==> config.mk <==
export PLATFORM = sky130hd
export DESIGN_NAME = bin_frame_writer_flat
export DESIGN_NICKNAME = d
export VERILOG_FILES = /design/src/rtl/bin_frame_writer_if.sv /design/src/rtl/bin_frame_writer.sv /design/src/flat_wrapper.sv
export SDC_FILE = /design/constraint.sdc
export NUM_CORES = 1
export LEC_CHECK = 0
export ABC_AREA = 1
export BUFFER_PORTS_ARGS = -buffer_cell sky130_fd_sc_hd__buf_2
export CORE_ASPECT_RATIO = 1.1
export CORE_MARGIN = 8
export CORE_UTILIZATION = 50
export DETAILED_ROUTE_END_ITERATION = 6
export PLACE_DENSITY = 0.74
export SYNTH_ARGS = -nofsm -noshare
export SYNTH_HDL_FRONTEND = slang
export SYNTH_SLANG_ARGS = --single-unit
==> constraint.sdc <==
create_clock -name clk_out -period 2.16 [get_ports clk_out]
set_input_delay 0.216 -clock clk_out [delete_from_list [all_inputs] [get_ports clk_out]]
set_output_delay 0.216 -clock clk_out [all_outputs]
set_load 0.01 [all_outputs]
==> src/rtl/bin_frame_writer_if.sv <==
// Signal bundle between the binarized pixel stream / status consumer and the frame writer.
interface bin_frame_writer_if #(
    parameter int ADDR_W = 17
);
    logic              frame_start;
    logic              pix_valid;
    logic              pix_in;
    logic              err_clr;
    logic              wr_ce;
    logic [ADDR_W-1:0] wr_addr;
    logic              wr_din;
    logic              busy;
    logic              frame_done;
    logic [7:0]        frame_cnt;
    logic              short_frame;
    logic              overrun;

    modport master (
        output frame_start, pix_valid, pix_in, err_clr,
        input  wr_ce, wr_addr, wr_din, busy, frame_done, frame_cnt, short_frame, overrun
    );

    modport slave (
        input  frame_start, pix_valid, pix_in, err_clr,
        output wr_ce, wr_addr, wr_din, busy, frame_done, frame_cnt, short_frame, overrun
    );
endinterface

==> src/rtl/bin_frame_writer.sv <==
// Writes one 1-bit raster frame per frame_start into SDPB port A at linear addresses.
module bin_frame_writer #(
    parameter int H_ACTIVE = 320,
    parameter int V_ACTIVE = 240,
    parameter int ADDR_W   = 17
) (
    input  logic             clk_out,
    input  logic             rst_n,
    bin_frame_writer_if.slave bus
);
    localparam longint NPIX = longint'(H_ACTIVE) * longint'(V_ACTIVE);
    localparam logic [ADDR_W-1:0] LAST = ADDR_W'(NPIX - 1);

    if (NPIX > (longint'(1) << ADDR_W)) begin : g_addr_check
        $error("bin_frame_writer: H_ACTIVE*V_ACTIVE does not fit in ADDR_W");
    end

    typedef enum logic [1:0] {IDLE, WRITE, DONE} state_t;

    state_t            state_q, state_d;
    logic [ADDR_W-1:0] addr_q, addr_d;
    logic              wr_ce_q, wr_ce_d;
    logic [ADDR_W-1:0] wr_addr_q, wr_addr_d;
    logic              wr_din_q, wr_din_d;
    logic              busy_q, busy_d;
    logic              done_q, done_d;
    logic [7:0]        cnt_q, cnt_d;
    logic              short_q, short_d;
    logic              ovr_q, ovr_d;

    logic [ADDR_W-1:0] wa;
    logic              accept;
    logic              last_px;

    // frame_start forces the write address of a coincident pixel to 0
    assign wa      = bus.frame_start ? '0 : addr_q;
    assign accept  = bus.pix_valid & (bus.frame_start | (state_q == WRITE));
    assign last_px = accept & (wa == LAST);

    always_ff @(posedge clk_out) begin
        if (!rst_n) state_q <= IDLE;
        else        state_q <= state_d;
    end

    always_comb begin
        state_d = state_q;
        case (state_q)
            IDLE, DONE: begin
                if (bus.frame_start) state_d = last_px ? DONE : WRITE;
                else                 state_d = IDLE;
            end
            WRITE:   if (last_px) state_d = DONE;
            default: state_d = IDLE;
        endcase
    end

    always_comb begin
        addr_d = addr_q;
        if (accept)               addr_d = last_px ? '0 : wa + ADDR_W'(1);
        else if (bus.frame_start) addr_d = '0;
        wr_ce_d   = accept;
        wr_addr_d = accept ? wa : wr_addr_q;
        wr_din_d  = accept ? bus.pix_in : wr_din_q;
        busy_d    = (state_d == WRITE);
        done_d    = (state_d == DONE);
        cnt_d     = cnt_q + 8'(state_d == DONE);
        // set beats clear when both land in the same cycle
        short_d   = (bus.frame_start & (state_q == WRITE)) | (short_q & ~bus.err_clr);
        ovr_d     = (bus.pix_valid & ~accept) | (ovr_q & ~bus.err_clr);
    end

    always_ff @(posedge clk_out) begin
        if (!rst_n) begin
            addr_q    <= '0;
            wr_ce_q   <= 1'b0;
            wr_addr_q <= '0;
            wr_din_q  <= 1'b0;
            busy_q    <= 1'b0;
            done_q    <= 1'b0;
            cnt_q     <= '0;
            short_q   <= 1'b0;
            ovr_q     <= 1'b0;
        end else begin
            addr_q    <= addr_d;
            wr_ce_q   <= wr_ce_d;
            wr_addr_q <= wr_addr_d;
            wr_din_q  <= wr_din_d;
            busy_q    <= busy_d;
            done_q    <= done_d;
            cnt_q     <= cnt_d;
            short_q   <= short_d;
            ovr_q     <= ovr_d;
        end
    end

    assign bus.wr_ce       = wr_ce_q;
    assign bus.wr_addr     = wr_addr_q;
    assign bus.wr_din      = wr_din_q;
    assign bus.busy        = busy_q;
    assign bus.frame_done  = done_q;
    assign bus.frame_cnt   = cnt_q;
    assign bus.short_frame = short_q;
    assign bus.overrun     = ovr_q;
endmodule

==> src/flat_wrapper.sv <==
// flat-port wrapper written by rule: the top's interface ports become plain ports
module bin_frame_writer_flat 
#(
    parameter int H_ACTIVE = 320,
    parameter int V_ACTIVE = 240,
    parameter int ADDR_W   = 17
)
  (clk_out, rst_n, bus_frame_start, bus_pix_valid, bus_pix_in, bus_err_clr, bus_wr_ce, bus_wr_addr, bus_wr_din, bus_busy, bus_frame_done, bus_frame_cnt, bus_short_frame, bus_overrun);
  bin_frame_writer_if #(.ADDR_W(ADDR_W)) bus_i ();
  input  logic clk_out;
  input  logic rst_n;
  input wire logic [$bits(bus_i.frame_start)-1:0] bus_frame_start;
  input wire logic [$bits(bus_i.pix_valid)-1:0] bus_pix_valid;
  input wire logic [$bits(bus_i.pix_in)-1:0] bus_pix_in;
  input wire logic [$bits(bus_i.err_clr)-1:0] bus_err_clr;
  output wire logic [$bits(bus_i.wr_ce)-1:0] bus_wr_ce;
  output wire logic [$bits(bus_i.wr_addr)-1:0] bus_wr_addr;
  output wire logic [$bits(bus_i.wr_din)-1:0] bus_wr_din;
  output wire logic [$bits(bus_i.busy)-1:0] bus_busy;
  output wire logic [$bits(bus_i.frame_done)-1:0] bus_frame_done;
  output wire logic [$bits(bus_i.frame_cnt)-1:0] bus_frame_cnt;
  output wire logic [$bits(bus_i.short_frame)-1:0] bus_short_frame;
  output wire logic [$bits(bus_i.overrun)-1:0] bus_overrun;
  assign bus_i.frame_start = bus_frame_start;
  assign bus_i.pix_valid = bus_pix_valid;
  assign bus_i.pix_in = bus_pix_in;
  assign bus_i.err_clr = bus_err_clr;
  assign bus_wr_ce = bus_i.wr_ce;
  assign bus_wr_addr = bus_i.wr_addr;
  assign bus_wr_din = bus_i.wr_din;
  assign bus_busy = bus_i.busy;
  assign bus_frame_done = bus_i.frame_done;
  assign bus_frame_cnt = bus_i.frame_cnt;
  assign bus_short_frame = bus_i.short_frame;
  assign bus_overrun = bus_i.overrun;
  bin_frame_writer #(.H_ACTIVE(H_ACTIVE), .V_ACTIVE(V_ACTIVE), .ADDR_W(ADDR_W)) u_core (.clk_out(clk_out), .rst_n(rst_n), .bus(bus_i));
endmodule
==> metrics.txt <==
WP buf/inv=3; multi-input combinational cell area=1190 um^2; worst hold stages=3; Slew HR=63.94%; Period minus WS final=1.976 ns; Netlist cell types=31; Int Pwr=0.001271 W; post-route setup TNS=0 ns; Main synth FF type=dfxtp_1; Die H=88.44 um; routability cong.=0.8383; R2R cell count=15; initial antenna violation count=0; DRT Pass-1 Iters=4; CP Capture Type=flip-flop; # DRC=0; Sw Ratio=25.29%; initial core utilization=51.63%; Setup crit start kind=flip-flop; Reg-to-Reg Start=u_core.addr_q[1]$_SDFF_PN0_; PwrDens=612.9 nW/um^2; PortBufs=36; Hold Vio Cnt, Final=0; Starting DRT DRC Count=141; Core Rows=26; Mapped Avg Cell Area=7.547 um^2; Mapped Cells=316; worst path arrival time=2.22 ns; H-tree Lvls=2; Final Non-Filler Cells=416; r2r setup slk=0.18 ns; Setup CP Type=reg -> reg; largest net degree at the start of global routing=47; clk buf depth=2; Layout Nets=368; HPWL Detailed=4042 um; Mapped Nets=325; register area share after synthesis=41.97%; WP data required=2.40 ns; per-cell routed wire length=13.61 um; Antenna Violating Nets Remaining=0; Total Wirelength=5662 um; total I/O pin count=37; Leakage=1.183 nW; Cells after DPL=407; fillers=433; Max FO, Critical Path=3; final clock skew=0.006850 ns; Crit path largest cell delay=0.33 ns; Crit path max-delay family=simple AND/OR/NAND/NOR gates; Net Sw Power=0.0004302 W; clock share of power=33.0%; WHS Endpoint=u_core.bus.wr_din$_SDFFE_PN0N_; DIE AREA=7238 um^2; Vias=2135; Yosys warnings=0; number of synthesized flops with an enable pin=0; Diodes inserted=0; most common cell after layout, fill and taps aside=nor2_1; ys async rst share=0%; CTS root buffer=clkbuf_8; most frequent cells in the layout=nor2_1, nand2_1, dfxtp_1, buf_2, inv_1; RSZ-0062 raised after global routing=false; # setup viols final=0; worst slew pin tran=0.5396 ns; Max-cap violations=0; drt via density=5.132; vias in the first global route=2017; register area=1003 um^2; gr ovfl total=0; Pwr Total=0.001701 W; Worst-path clk slew=0.09 ns; status=finished clean; Layout area overhead=16.37%; R2R Path End=u_core.bus.frame_cnt[6]$_SDFF_PN0_; worst hold start=bus_pix_in; layout cells sized above 1=26.11%; Max Transition Viols Final=0; Skew-Pair Late Insertion Delay=0.31 ns; Global Route Usage Sum=16.12%; # clock sinks=50; Die X=81.85 um; first-pass GRT wire length=9218 um; Logic pwr share=10.2%; Fmax achieved=506.1 MHz; CTS buffer count=5; critical path cell sequence=inv_1 > nor2_4 > ha_4 > nand4_4 > inv_2 > nand2_2 > nor2_4 > nand2_4 > inv_2 > ha_4 > ha_2 > nand4_1 > nor2_1 > nand2_1 > a21oi_1; synthesized area=2385 um^2; Seq cells post-synth=50; sequential share of power=56.8%; Peak VDD IR=0.0003598 V; area of the core=4619 um^2; hold crit path type=in -> reg; CTS tree=done; period utilization=91.48%; Critical-path top delay cell=dfxtp_2
Yosys cell counts (2+ instances only):
library cell	n	share of area (%)
inv_1	37	5.8
xnor2_1	2	0.73
dfxtp_1	50	42
buf_8	2	1.3
o21ai_1	2	0.42
nor2_4	5	2.4
nor3_1	2	0.42
nand3_1	16	3.4
o21ai_0	15	3.1
nand2_1	56	8.8
nor2_2	5	1.3
a21oi_1	18	3.8
nor2_1	58	9.1
xor2_1	4	1.5
o22ai_1	2	0.52
nand2_2	3	0.79
nand2_4	2	0.94
clkbuf_1	4	0.63
ha_1	3	1.6
nand4_2	2	1.0
a211oi_2	5	2.6
buf_6	5	2.4
nand4_1	10	2.6
power groups by stage:
stage	Combinational [W]	Sequential, W	Clock [W]
floorplan	0.000113	0.00100	0
global placement	0.000170	0.000987	0
detailed placement	0.000172	0.000988	0
CTS	0.000173	0.000967	0.000575
global route	0.000191	0.000972	0.000605
finish	0.000173	0.000967	0.000562
stage by stage:
| step | utilization (%) | hold slack, ns | setup WS, ns | cell area, um^2 |
|---|---|---|---|---|
| global placement | 57.34 | 0.4554 | 0.09962 | 2649 |
| floorplan | - | 0.3782 | 0.01091 | 2422 |
| finish | 60.08 | 0.1512 | 0.1840 | 2775 |
| global route | 60.08 | 0.1942 | 0.001034 | 2775 |
| CTS | 59.37 | 0.1597 | 0.05346 | 2743 |
| detailed placement | 57.34 | 0.4592 | 0.01145 | 2649 |
worst min-delay path: cells and delay by family:
kind | cells | cell delay (ns)
simple gates | 1 | 0.07
compound gates | 1 | 0.07
buf+inv | 1 | 0.07
cells by family after synthesis:
kind of cell | after synthesis | share of synthesized area [%]
AO/OA/AOI/OAI | 44 | 11.49
XOR/XNOR | 6 | 2.204
adder cells (fa/ha/maj) | 3 | 1.574
flip-flops | 50 | 41.97
buffers and inverters | 51 | 10.75
AND/OR/NAND/NOR | 162 | 32.00
layer usage:
| layer | global-route usage (%) | up-vias | share of wire [%] |
|---|---|---|---|
| li1 | - | 1090 | - |
| met1 | 19.71 | 972 | 43 |
| met2 | 26.15 | 65 | 48 |
| met3 | 3.659 | 8 | 6.7 |
| met4 | 7.188 | 0 | 1.9 |
| met5 | 0 | - | 0 |
final cells by class:
class                   instances  area share, %
inverters                      38          5.140
repair buffers                 49          10.01
multi-input cells             215          42.88
flip-flops and latches         50          36.16
well taps                      56          2.525
clock inverters                 1         0.1803
clock buffers                   7          3.111
registers in the layout (all words and copies together) (netlist names):
register / count
u_core.addr_q: 17
u_core.bus.wr_addr: 17
u_core.bus.frame_cnt: 8
u_core.state_q: 2
u_core.bus.busy: 1
u_core.bus.frame_done: 1
u_core.bus.overrun: 1
u_core.bus.short_frame: 1
u_core.bus.wr_ce: 1
u_core.bus.wr_din: 1
worst max path at each step:
stage                                                     to  cells after the start                   startpoint
after detailed placement  u_core.bus.frame_cnt[7]$_SDFF_PN0_                     15              bus_frame_start
after CTS                 u_core.bus.frame_cnt[7]$_SDFF_PN0_                     15  u_core.addr_q[0]$_SDFF_PN0_
after floorplan           u_core.bus.frame_cnt[7]$_SDFF_PN0_                     18              bus_frame_start
final                     u_core.bus.frame_cnt[6]$_SDFF_PN0_                     15  u_core.addr_q[1]$_SDFF_PN0_
after global placement    u_core.bus.frame_cnt[7]$_SDFF_PN0_                     15              bus_frame_start
after global routing      u_core.bus.frame_cnt[6]$_SDFF_PN0_                     15  u_core.addr_q[1]$_SDFF_PN0_
what timing repair did:
item	CTS	global route
endpoints found under the hold margin	0	0
endpoints found under the setup margin	1	4
setup buffers	0	1
hold buffers	0	0
pin swaps	0	3
gates resized for setup	1	8
Power figures use the tool's default switching activity.
